### src/rtl/sd3_frame_tx.sv
// sd3_frame_tx: serial frame source for the 6-bit frame sequence detector.
// Takes frame words over valid/ready, or generates PATTERN in auto mode,
// and shifts them out MSB-first on data, one bit per clk, back-to-back.
// A free-running slot counter (0 in reset, then 1..FRAME_W) tracks the
// detector's frame counter so expect_match lines up with its verdict.
//
// Ports:
//   clk, rst_n           clock (rising edge), async active-low reset
//   in_valid/in_ready    handshake for in_frame (one-entry holding buffer)
//   in_frame             frame word, bit FRAME_W-1 sent first
//   mode                 0 = stream from input, 1 = auto-generate PATTERN
//   err_inject           XOR ERR_MASK into the frame loaded at this boundary
//   data                 registered serial bit to the detector
//   slot                 current bit slot
//   frame_start/last     slot==1 / slot==FRAME_W
//   expect_match         frame now on data equals PATTERN
//   underrun             one-cycle pulse when FILL was loaded
//   frame_cnt            frames loaded since reset (wraps)
module sd3_frame_tx #(
    parameter int                 FRAME_W  = 6,
    parameter logic [FRAME_W-1:0] PATTERN  = 6'b011100,
    parameter logic [FRAME_W-1:0] FILL     = 6'b111111,
    parameter logic [FRAME_W-1:0] ERR_MASK = 6'b000001,
    parameter int                 CNT_W    = 16
) (
    input  logic               clk,
    input  logic               rst_n,
    input  logic               in_valid,
    output logic               in_ready,
    input  logic [FRAME_W-1:0] in_frame,
    input  logic               mode,
    input  logic               err_inject,
    output logic               data,
    output logic [3:0]         slot,
    output logic               frame_start,
    output logic               frame_last,
    output logic               expect_match,
    output logic               underrun,
    output logic [CNT_W-1:0]   frame_cnt
);

    logic               boundary;
    logic               load_from_buf;
    logic               accept;
    logic               buf_full;
    logic [FRAME_W-1:0] buf_word;
    logic [FRAME_W-1:0] shreg;
    logic [FRAME_W-1:0] next_frame;
    logic [3:0]         slot_nxt;

    // A boundary edge is the one that moves slot to 1; the next frame loads there.
    assign boundary      = (slot == 4'd0) || (slot == 4'(FRAME_W));
    assign load_from_buf = boundary && !mode && buf_full;
    // Draining the buffer on this edge frees it for a new word on the same edge.
    assign in_ready      = !mode && (!buf_full || load_from_buf);
    assign accept        = in_valid && in_ready;
    assign slot_nxt      = boundary ? 4'd1 : slot + 4'd1;

    always_comb begin
        if (mode)
            next_frame = PATTERN;
        else if (buf_full)
            next_frame = buf_word;
        else
            next_frame = FILL;
        if (err_inject)
            next_frame = next_frame ^ ERR_MASK;
    end

    always_ff @(posedge clk or negedge rst_n) begin
        if (!rst_n) begin
            slot         <= 4'd0;
            data         <= 1'b1;
            frame_start  <= 1'b0;
            frame_last   <= 1'b0;
            expect_match <= 1'b0;
            underrun     <= 1'b0;
            frame_cnt    <= '0;
            shreg        <= '0;
            buf_full     <= 1'b0;
            buf_word     <= '0;
        end else begin
            slot        <= slot_nxt;
            frame_start <= (slot_nxt == 4'd1);
            frame_last  <= (slot_nxt == 4'(FRAME_W));
            underrun    <= boundary && !mode && !buf_full;

            if (boundary) begin
                // MSB goes straight to data; shreg holds the remaining bits.
                data         <= next_frame[FRAME_W-1];
                shreg        <= {next_frame[FRAME_W-2:0], 1'b0};
                expect_match <= (next_frame == PATTERN);
                frame_cnt    <= frame_cnt + 1'b1;
            end else begin
                data  <= shreg[FRAME_W-1];
                shreg <= {shreg[FRAME_W-2:0], 1'b0};
            end

            // Accept has priority: a word taken on a draining edge refills the buffer.
            if (accept) begin
                buf_full <= 1'b1;
                buf_word <= in_frame;
            end else if (load_from_buf) begin
                buf_full <= 1'b0;
            end
        end
    end

endmodule
### config.mk
export PLATFORM = sky130hd
export DESIGN_NAME = sd3_frame_tx
export DESIGN_NICKNAME = d
export VERILOG_FILES = /design/src/rtl/sd3_frame_tx.sv
export SDC_FILE = /design/constraint.sdc
export NUM_CORES = 1
export LEC_CHECK = 0
export BUFFER_PORTS_ARGS = -buffer_cell sky130_fd_sc_hd__buf_2
export CAP_MARGIN = 20
export CORE_MARGIN = 8
export CORE_UTILIZATION = 53
export DETAILED_ROUTE_END_ITERATION = 12
export PLACE_DENSITY = 0.78
export SETUP_SLACK_MARGIN = 0.4
export SLEW_MARGIN = 20
export SYNTH_ARGS = -nofsm -noshare
export SYNTH_HDL_FRONTEND = slang
export SYNTH_SLANG_ARGS = --single-unit
### constraint.sdc
create_clock -name clk -period 2.2 [get_ports clk]
set_input_delay 0.22 -clock clk [delete_from_list [all_inputs] [get_ports clk]]
set_output_delay 0.22 -clock clk [all_outputs]
set_load 0.01 [all_outputs]
==> impl_metrics.yaml, run 1 <==
yosys:
  synth_cells: 146
  synth_edf_count: 0
  syn-cell-area_um2: 1660
  syn_avg_cell_area_um2: 11.4
  synth_most_common_cell: "dfrtp_1"
  yosysWarnings: 0
  synth_seq_area_share_pct: 55.8
  synth-seq-cells: 37
  syn-num-nets: 161
  synth_common_cells: "36 x dfrtp_1, 23 x nand2_1, 12 x xnor2_1"
  synth_top_area_share_pct: 54.3
  synthTopCellsByArea: "dfrtp_1 54%, mux2_4 6.3%, xnor2_1 6.3%"
  synth_top_cell_by_area: "dfrtp_1"
  synth_flop_cell: "dfrtp_1"
  async_flop_share_pct: 100
  yosysUniqueCellTypes: 31
routing:
  ant_nets: 0
  drt-total-wl_um: 3560
  wire_per_inst_um: 14.8
  vias: 1233
  dr.pass1.iters: 4
  drc: 0
  routed_via_density: 5.12
  drt-initial-drc-count: 82
die:
  die_width_um: 72.0
  coreArea_um2: 3030
  rows: 20
  floorplan.initialDensity_pct: 54.8
  die_h_um: 72.0
  io_pins: 37
  dieArea_um2: 5180
clock_network:
  cts-root-buf: "clkbuf_4"
  cts_tree: "built"
  clock_path_buffers: 2
  cts_max_level: 2
  cts.clk_slew.worst_paths_ps: 110
  clk_latency_ps: 350
  cts.sinks: 37
  cts_inserted_buffers: 5
timing:
  slew-limit-headroom_pct: 46.5
  rsz0062_at_grt: "yes"
  setup-tns-final_ps: 0
  final_max_slew_viol_count: 0
  period_share_pct: 79.9
  hold_violations: 0
  max_freq_ghz: 0.569
  setup_viol: 0
  fin_worst_skew_ps: 8.17
  tightestPinTransition_ps: 802
  fin_crit_ps: 1760
finish:
  syn_to_final_growth_pct: 22.7
  fillers: 249
  final_nets: 211
  drive_above_1_share_pct: 34.0
  fin_cells: 241
  diodes: 0
critical_path:
  path_class: "register to primary output"
  critPathLaunchType: "register"
  max_stage_delay_ps: 390
  crit_path_top_delay_cell: "dfrtp_1"
  cp-startpoint: "slot[1]"
  path_cells: "inv_1, ha_2, mux2_4, nand2b_4, a21oi_2, buf_2"
  cp.arrival_ps: 1540
  timing.rr.start: "slot[1]"
  cp_data_required_time_ps: 1980
  cp-end-kind: "primary output"
  path_max_fanout: 3
run_status:
  status: "complete, no violations"
place:
  port_buffers: 36
  gp_congestion: 0.792
  dpl.cell_count: 225
  post-dp-hpwl_um: 2560
pwr:
  finalPower_mw: 1.28
  p_per_area_nw_per_um2: 629
  vdd_drop_max_v: 0.000521
  cellLeakagePower_nw: 1.05
global_routing:
  grt_usage_pct: 15.3
  grt_max_degree: 38
  grt_overflow: 0
  antenna_found_initial: 0
  first_global_vias: 1287
  grt_pass1_wl_um: 6150
min_path:
  hp-class: "primary input to register"
  min_from: "in_frame[5]"
job:
  maxCapViolCount: 0
[through the flow]
step           setup WS, ps  hold slack, ps  utilization, %  instance area, um^2
6_report                442            90.4            67.3                 2040
5_1_grt                 380            66.7            67.3                 2040
4_1_cts                 414            82.1            66.4                 2010
3_5_place_dp            394             349            62.4                 1890
3_3_place_gp            486             339            62.4                 1890
2_1_floorplan           427           -75.6               -                 1660
[cells in the final DEF, fill, tap and decap left out, types with 3 or more instances in the layout]
master,netlist,routed
dfrtp_1,36,36
buf_2,1,36
nand2_1,23,23
xnor2_1,12,12
buf_4,0,9
mux2_4,7,7
o21ai_0,6,6
nor3_1,6,6
nor2_1,5,5
inv_1,6,5
nand3_1,5,5
xor2_1,5,5
clkbuf_4,0,5
and2_1,3,3
nand4_1,3,3
[cells by family after synthesis]
logic type | synth area share [%]
DFF | 55.8
xor gates and xnor gates | 8.97
muxes | 6.93
buffers and inverters | 2.56
AOI/OAI and AO/OA | 5.35
adders and majority gates | 3.01
and+or+nand+nor | 17.3
[routing by layer]
layer	share of wire (%)	global-route usage (%)
met3	8.0	6.34
met5	0	0
met4	2.0	8.39
met1	44	18.6
met2	46	22.6
[power breakdown]
part / leakage, nW / internal (mW) / switching, mW
Sequential: 0.462 / 0.727 / 0.0315
Combinational: 0.550 / 0.0628 / 0.0519
Clock: 0.0413 / 0.185 / 0.223
Total: 1.05 / 0.975 / 0.306
[sequential cells by signal, summed over array words and instances (netlist names)]
register,flops
buf_word,6
frame_cnt,16
expect_match,1
slot,4
frame_last,1
shreg,5
frame_start,1
buf_full,1
data,1
underrun,1
[critical path, delay by kind of cell, from the launching register on]
| family | cells | cell delay (ps) |
|---|---|---|
| flip-flops | 1 | 390 |
| adder cells (fa/ha/maj) | 1 | 170 |
| AO/OA/AOI/OAI | 1 | 50 |
| multiplexers | 1 | 290 |
| buffers and inverters | 2 | 200 |
| AND/OR/NAND/NOR | 1 | 90 |
[worst paths after layout]
path / depth (start not counted) / endpoint / slack [ps]
min in group asynchronous: 2 / buf_word[2] / 480
max in group asynchronous: 2 / slot[2] / 1210
worst min-delay path: 2 / buf_word[5] / 90
worst max-delay path: 6 / in_ready / 440
worst max register to register: 7 / buf_word[4] / 480
worst min register to register: 2 / shreg[5] / 450
[layout make-up]
class,instances,area (um^2),area share [%]
sequential,37,927,45.5
multi-input combinational,100,704,34.6
timing repair buffer,46,258,12.7
clock buffer,7,65.1,3.19
tap,44,55.1,2.70
inverter,6,22.5,1.11
clock inverter,1,5.00,0.246
[timing repair]
item                                    in CTS  in global routing
pin swaps                                    0                  1
endpoints found under the setup margin       7                  1
hold buffers                                 1                  0
buffers inserted                             4                  3
hold endpoints to repair                    36                  0
resized for setup                            3                  2
cloned                                       0                  0
Note: power is estimated with default switching activity, not from simulation.
==> run 2: changes to the inputs <==
clock period = 1.7 ns   (was 2.2 ns; I/O delays follow)
==> run 2 against run 1 <==
- the flow now finishes with violations (setup timing)
- first-iteration DRC count is 32% lower
- highest routed layer unchanged
- flip-flop and latch count did not move
- worst setup slack worse by 540 ps
- sequential share of layout area is 7.7 points lower
==> impl_metrics.yaml, run 2 (synthesis gave the netlist of run 1 again) <==
pwr:
  vdd_drop_max_v: 0.000537
  p_per_area_nw_per_um2: 653
  seq_power_share_pct: 61.9
  power.share.clock_pct: 27.1
  power_frac_comb_pct: 11.0
  cellLeakagePower_nw: 1.23
  switchingPower_uw: 412
  internal-power_mw: 1.19
  netSwitchingFraction_pct: 25.6
clock_network:
  clock_path_buffers: 2
  cts.sinks: 37
  cts-root-buf: "clkbuf_4"
  cts.clk_slew.worst_paths_ps: 110
  cts_inserted_buffers: 5
  cts_tree: "built"
  cts_max_level: 2
  clk_latency_ps: 340
job:
  maxCapViolCount: 0
critical_path:
  path_buf_inv: 3
  cp_data_required_time_ps: 1530
  crit_path_top_delay_cell: "dfrtp_2"
  path_class: "register to primary output"
  path_cells: "inv_2, ha_4, mux2_4, nand2b_4, buf_6, a21oi_2, buf_2"
  max_stage_delay_ps: 440
  cp_top_family: "flip-flops"
  critPathLaunchType: "register"
  cp.arrival_ps: 1630
  cp-end-kind: "primary output"
  path_max_fanout: 5
die:
  die_h_um: 72.0
  dieArea_um2: 5180
  coreArea_um2: 3030
  rows: 20
  floorplan.initialDensity_pct: 54.8
  die_width_um: 72.0
  io_pins: 37
global_routing:
  grt_pass1_wl_um: 6230
  grt_usage_pct: 15.8
  antenna_found_initial: 0
  grt_overflow: 0
  first_global_vias: 1334
  grt_max_degree: 22
timing:
  tightestPinTransition_ps: 473
  setup_viol: 9
  fin_worst_skew_ps: 14.5
  period_share_pct: 106
  slew-limit-headroom_pct: 68.5
  fin_crit_ps: 1800
  setup_ws_ps: -98.2
  hold_violations: 0
  final_max_slew_viol_count: 0
  rsz0062_at_grt: "yes"
  max_freq_ghz: 0.556
finish:
  largest_reg_flops: 16
  drive_above_1_share_pct: 58.7
  fin_cells: 252
  largestRegisters: "frame_cnt x16, buf_word x6, shreg x5"
  final_common_cell: "buf_2"
  largest-register: "frame_cnt"
  diodes: 0
  final_cell_mix: "36 x buf_2, 34 x dfrtp_1, 11 x nand2_1, 9 x buf_6, 8 x buf_4"
  final_nets: 222
  syn_to_final_growth_pct: 48.2
routing:
  dr.pass1.iters: 4
  drc: 0
  vias: 1293
  routed_via_density: 5.13
  wire_per_inst_um: 16.5
  drt-total-wl_um: 4160
  drt-initial-drc-count: 56
  ant_nets: 0
place:
  dpl.cell_count: 227
  post-dp-hpwl_um: 2610
  dp_slack_ps: 85.1
  gp_congestion: 0.802
  port_buffers: 36
min_path:
  hp-class: "primary input to register"
run_status:
  status: "finished, violations left"
  violations: "setup timing"
run 2: path summary, 6_finish.rpt:
kind,startpoint,endpoint,slack (ps),cells past startpoint
worst max-delay path,slot[1],in_ready,-100,7
worst min-delay path,in_frame[5],buf_word[5],40,2
worst max register to register,slot[0],buf_word[0],-90,8
worst min register to register,frame_cnt[15],frame_cnt[15],470,1
max in group asynchronous,rst_n,frame_cnt[0],830,3
min in group asynchronous,rst_n,shreg[4],290,2
run 2: stage by stage:
stage / power, mW / TNS (ps) / hold WS, ps / utilization [%] / cell area, um^2
6_report: 1.61 / -625 / 43.7 / 81.2 / 2460
5_1_grt: 1.68 / -1460 / 21.5 / 81.2 / 2460
4_1_cts: 1.59 / -96.2 / 39.7 / 74.4 / 2250
3_5_place_dp: 1.15 / 0 / 143 / 64.4 / 1950
3_3_place_gp: 1.13 / 0 / 138 / 64.4 / 1950
2_1_floorplan: 1.08 / 0 / -126 / - / 1710
run 2: cell type report:
class | count | area [um^2]
Clock inverter | 2 | 10.0
Clock buffer | 6 | 41.3
Inverter | 6 | 25.0
Sequential cell | 37 | 930
Fill cell | 162 | 568
Tap cell | 44 | 55.1
Timing Repair Buffer | 57 | 402
Multi-Input combinational cell | 100 | 997
run 2: metal layers:
layer  vias up  wire, um  GRT usage [%]
met2        38      2140           27.9
met4         0       132           6.35
li1        611         -              -
met5         -         0              0
met1       631      1670           16.6
met3        13       219           5.92
run 2: power by group through the flow:
stage               logic, mW  registers, mW  clock network (mW)
floorplan              0.0937          0.986                   0
global placement        0.143          0.991                   0
detailed placement      0.152          0.997                   0
CTS                     0.163          0.984               0.443
global route            0.194           1.00               0.487
finish                  0.177          0.995               0.435
run 2: timing repair:
| action | 4_1_cts | 5_1_grt |
|---|---|---|
| setup endpoints to repair | 36 | 37 |
| pin swaps | 15 | 16 |
| hold endpoints to repair | 18 | 0 |
| setup buffers | 11 | 5 |
| resized for setup | 37 | 40 |
| hold buffers | 1 | 0 |
==> run 3: changes to the inputs <==
CORE_ASPECT_RATIO = 0.7   (was unset)
CORE_MARGIN = unset   (was 8)
==> run 3 against run 2 <==
- clock power rose by 48%
- highest routed layer unchanged
- the flow still finishes with violations (setup timing)
- worst setup slack improved by 21 ps
- worst hold slack improved by 62 ps
- critical path type unchanged
- largest cell class unchanged
- largest power group unchanged
- die area fell by 35%
- core utilization rose by 4.2 points
- count of clock-buffer cells in the layout rose by 2
- clock skew fell by 2.4 ps
- via count rose by 6.3%
- first-iteration DRC count rose by 38%
==> impl_metrics.yaml, run 3 (synthesis gave the netlist of run 1 again) <==
min_path:
  hp-class: "primary input to register"
  min_from: "in_frame[0]"
  holdPathEnd: "buf_word[0]"
  min_path_cells: 2
clock_network:
  cts.sinks: 37
  cts_tree: "built"
  cts.clk_slew.worst_paths_ps: 80
  cts-root-buf: "clkbuf_8"
  clock_path_buffers: 2
  cts_max_level: 2
  clk_latency_ps: 300
  cts_inserted_buffers: 5
timing:
  hold_ws_ps: 106
  tightestPinTransition_ps: 409
  slew-limit-headroom_pct: 72.7
  period_share_pct: 105
  fin_worst_skew_ps: 12.1
  final_max_slew_viol_count: 0
  setup_ws_ps: -77.5
  hold_violations: 0
  fin_crit_ps: 1780
  rsz0062_at_grt: "yes"
  max_freq_ghz: 0.563
  setup_viol: 9
  setup-tns-final_ps: -300
die:
  floorplan.initialDensity_pct: 57.6
  io_pins: 37
  die_width_um: 68.9
  die_h_um: 48.8
  dieArea_um2: 3360
  rows: 16
  coreArea_um2: 2880
global_routing:
  grt_max_degree: 38
  antenna_found_initial: 0
  grt_overflow: 0
  grt_pass1_wl_um: 5990
  first_global_vias: 1260
  grt_usage_pct: 25.0
routing:
  dr.pass1.iters: 6
  vias: 1375
  drt-total-wl_um: 4680
  drt-initial-drc-count: 77
  wire_per_inst_um: 19.4
  ant_nets: 0
  routed_via_density: 5.71
  drc: 0
critical_path:
  timing.rr.start: "slot[0]"
  path_class: "register to primary output"
  ff2ff_setup_slack_ps: -50
  critPathLaunchType: "register"
  reg2regPathDepth: 10
  cp.arrival_ps: 1610
  r2r-end: "buf_full"
  cp_data_required_time_ps: 1530
  cp-end-kind: "primary output"
  path_max_fanout: 3
finish:
  final_cell_mix: "36 x buf_2, 34 x dfrtp_1, 11 x nand2_1, 8 x nand2_2"
  largest_reg_flops: 16
  syn_to_final_growth_pct: 48.4
  largest-register: "frame_cnt"
  fin_cells: 241
  fillers: 139
  diodes: 0
  largestRegisters: "frame_cnt x16, buf_word x6, shreg x5"
  drive_above_1_share_pct: 57.1
  final_nets: 219
  final_common_cell: "buf_2"
pwr:
  internal-power_mw: 1.37
  vdd_drop_max_v: 0.000541
  p_per_area_nw_per_um2: 741
  seq_power_share_pct: 54.6
  cellLeakagePower_nw: 1.23
  power_frac_comb_pct: 10.0
  finalPower_mw: 1.82
  netSwitchingFraction_pct: 24.8
  switchingPower_uw: 453
  power.share.clock_pct: 35.4
run_status:
  status: "finished, violations left"
  violations: "setup timing"
place:
  gp_congestion: 0.793
  port_buffers: 36
  dpl.cell_count: 219
  post-dp-hpwl_um: 2280
job:
  maxCapViolCount: 0
run 3: changes by cell type in the layout (fill, tap and decap cells not counted), sizes merged:
cell    before  now
clkinv       2    0
buf         56   53
clkbuf       6    8
run 3: power by group through the flow:
stage / Sequential, mW / Clock (mW) / Combinational [mW]
3_5_place_dp: 0.999 / 0 / 0.151
3_3_place_gp: 0.994 / 0 / 0.145
4_1_cts: 0.983 / 0.632 / 0.160
2_1_floorplan: 0.986 / 0 / 0.0937
6_report: 0.996 / 0.645 / 0.183
5_1_grt: 1.00 / 0.686 / 0.201
run 3: layout make-up:
cell class,instances,area [um^2],share of cell area [%]
sequential,37,930,37.7
tap,36,45.0,1.83
clock buffer,8,90.1,3.66
timing repair buffer,54,384,15.6
multi-input combinational,100,990,40.2
inverter,6,25.0,1.02
run 3: repair_timing:
item | in CTS | in global routing
hold buffers | 1 | 0
setup endpoints to repair | 36 | 37
pin swaps | 9 | 23
endpoints found under the hold margin | 36 | 0
gates resized for setup | 25 | 48
cloned | 0 | 0
buffers inserted | 5 | 8
run 3: per-stage QoR:
stage | setup slack, ps | cell area, um^2 | util, %
2_1_floorplan | 18.2 | 1710 | -
3_3_place_gp | 128 | 1950 | 67.8
3_5_place_dp | 79.2 | 1950 | 67.8
4_1_cts | -18.5 | 2210 | 76.7
5_1_grt | -94.8 | 2460 | 85.5
6_report | -77.5 | 2460 | 85.5
run 3: worst max-delay path by stage:
stage,start,end,slack (ps),depth (start not counted)
3_5_place_dp,slot[1],buf_word[5],80,6
6_report,slot[1],in_ready,-80,7
5_1_grt,slot[1],in_ready,-90,7
4_1_cts,slot[1],in_ready,-20,7
3_3_place_gp,slot[1],buf_word[0],130,6
2_1_floorplan,slot[0],buf_word[0],20,7
run 3: layer usage:
metal  up-vias  share of wire, %  global-route usage (%)
met5         -                 0                       0
met4         0               2.8                    6.12
met3        18               6.3                    9.35
met2        64                50                    38.5
met1       678                41                    33.5
li1        615                 -                       -
run 3: worst max-delay path, stage by stage, from the launching register on:
cell and delay (ps):
dfrtp_2 420, inv_2 60, ha_4 160, mux2_4 300, nand2b_4 80, buf_6 100, a21oi_2 50, buf_2 140
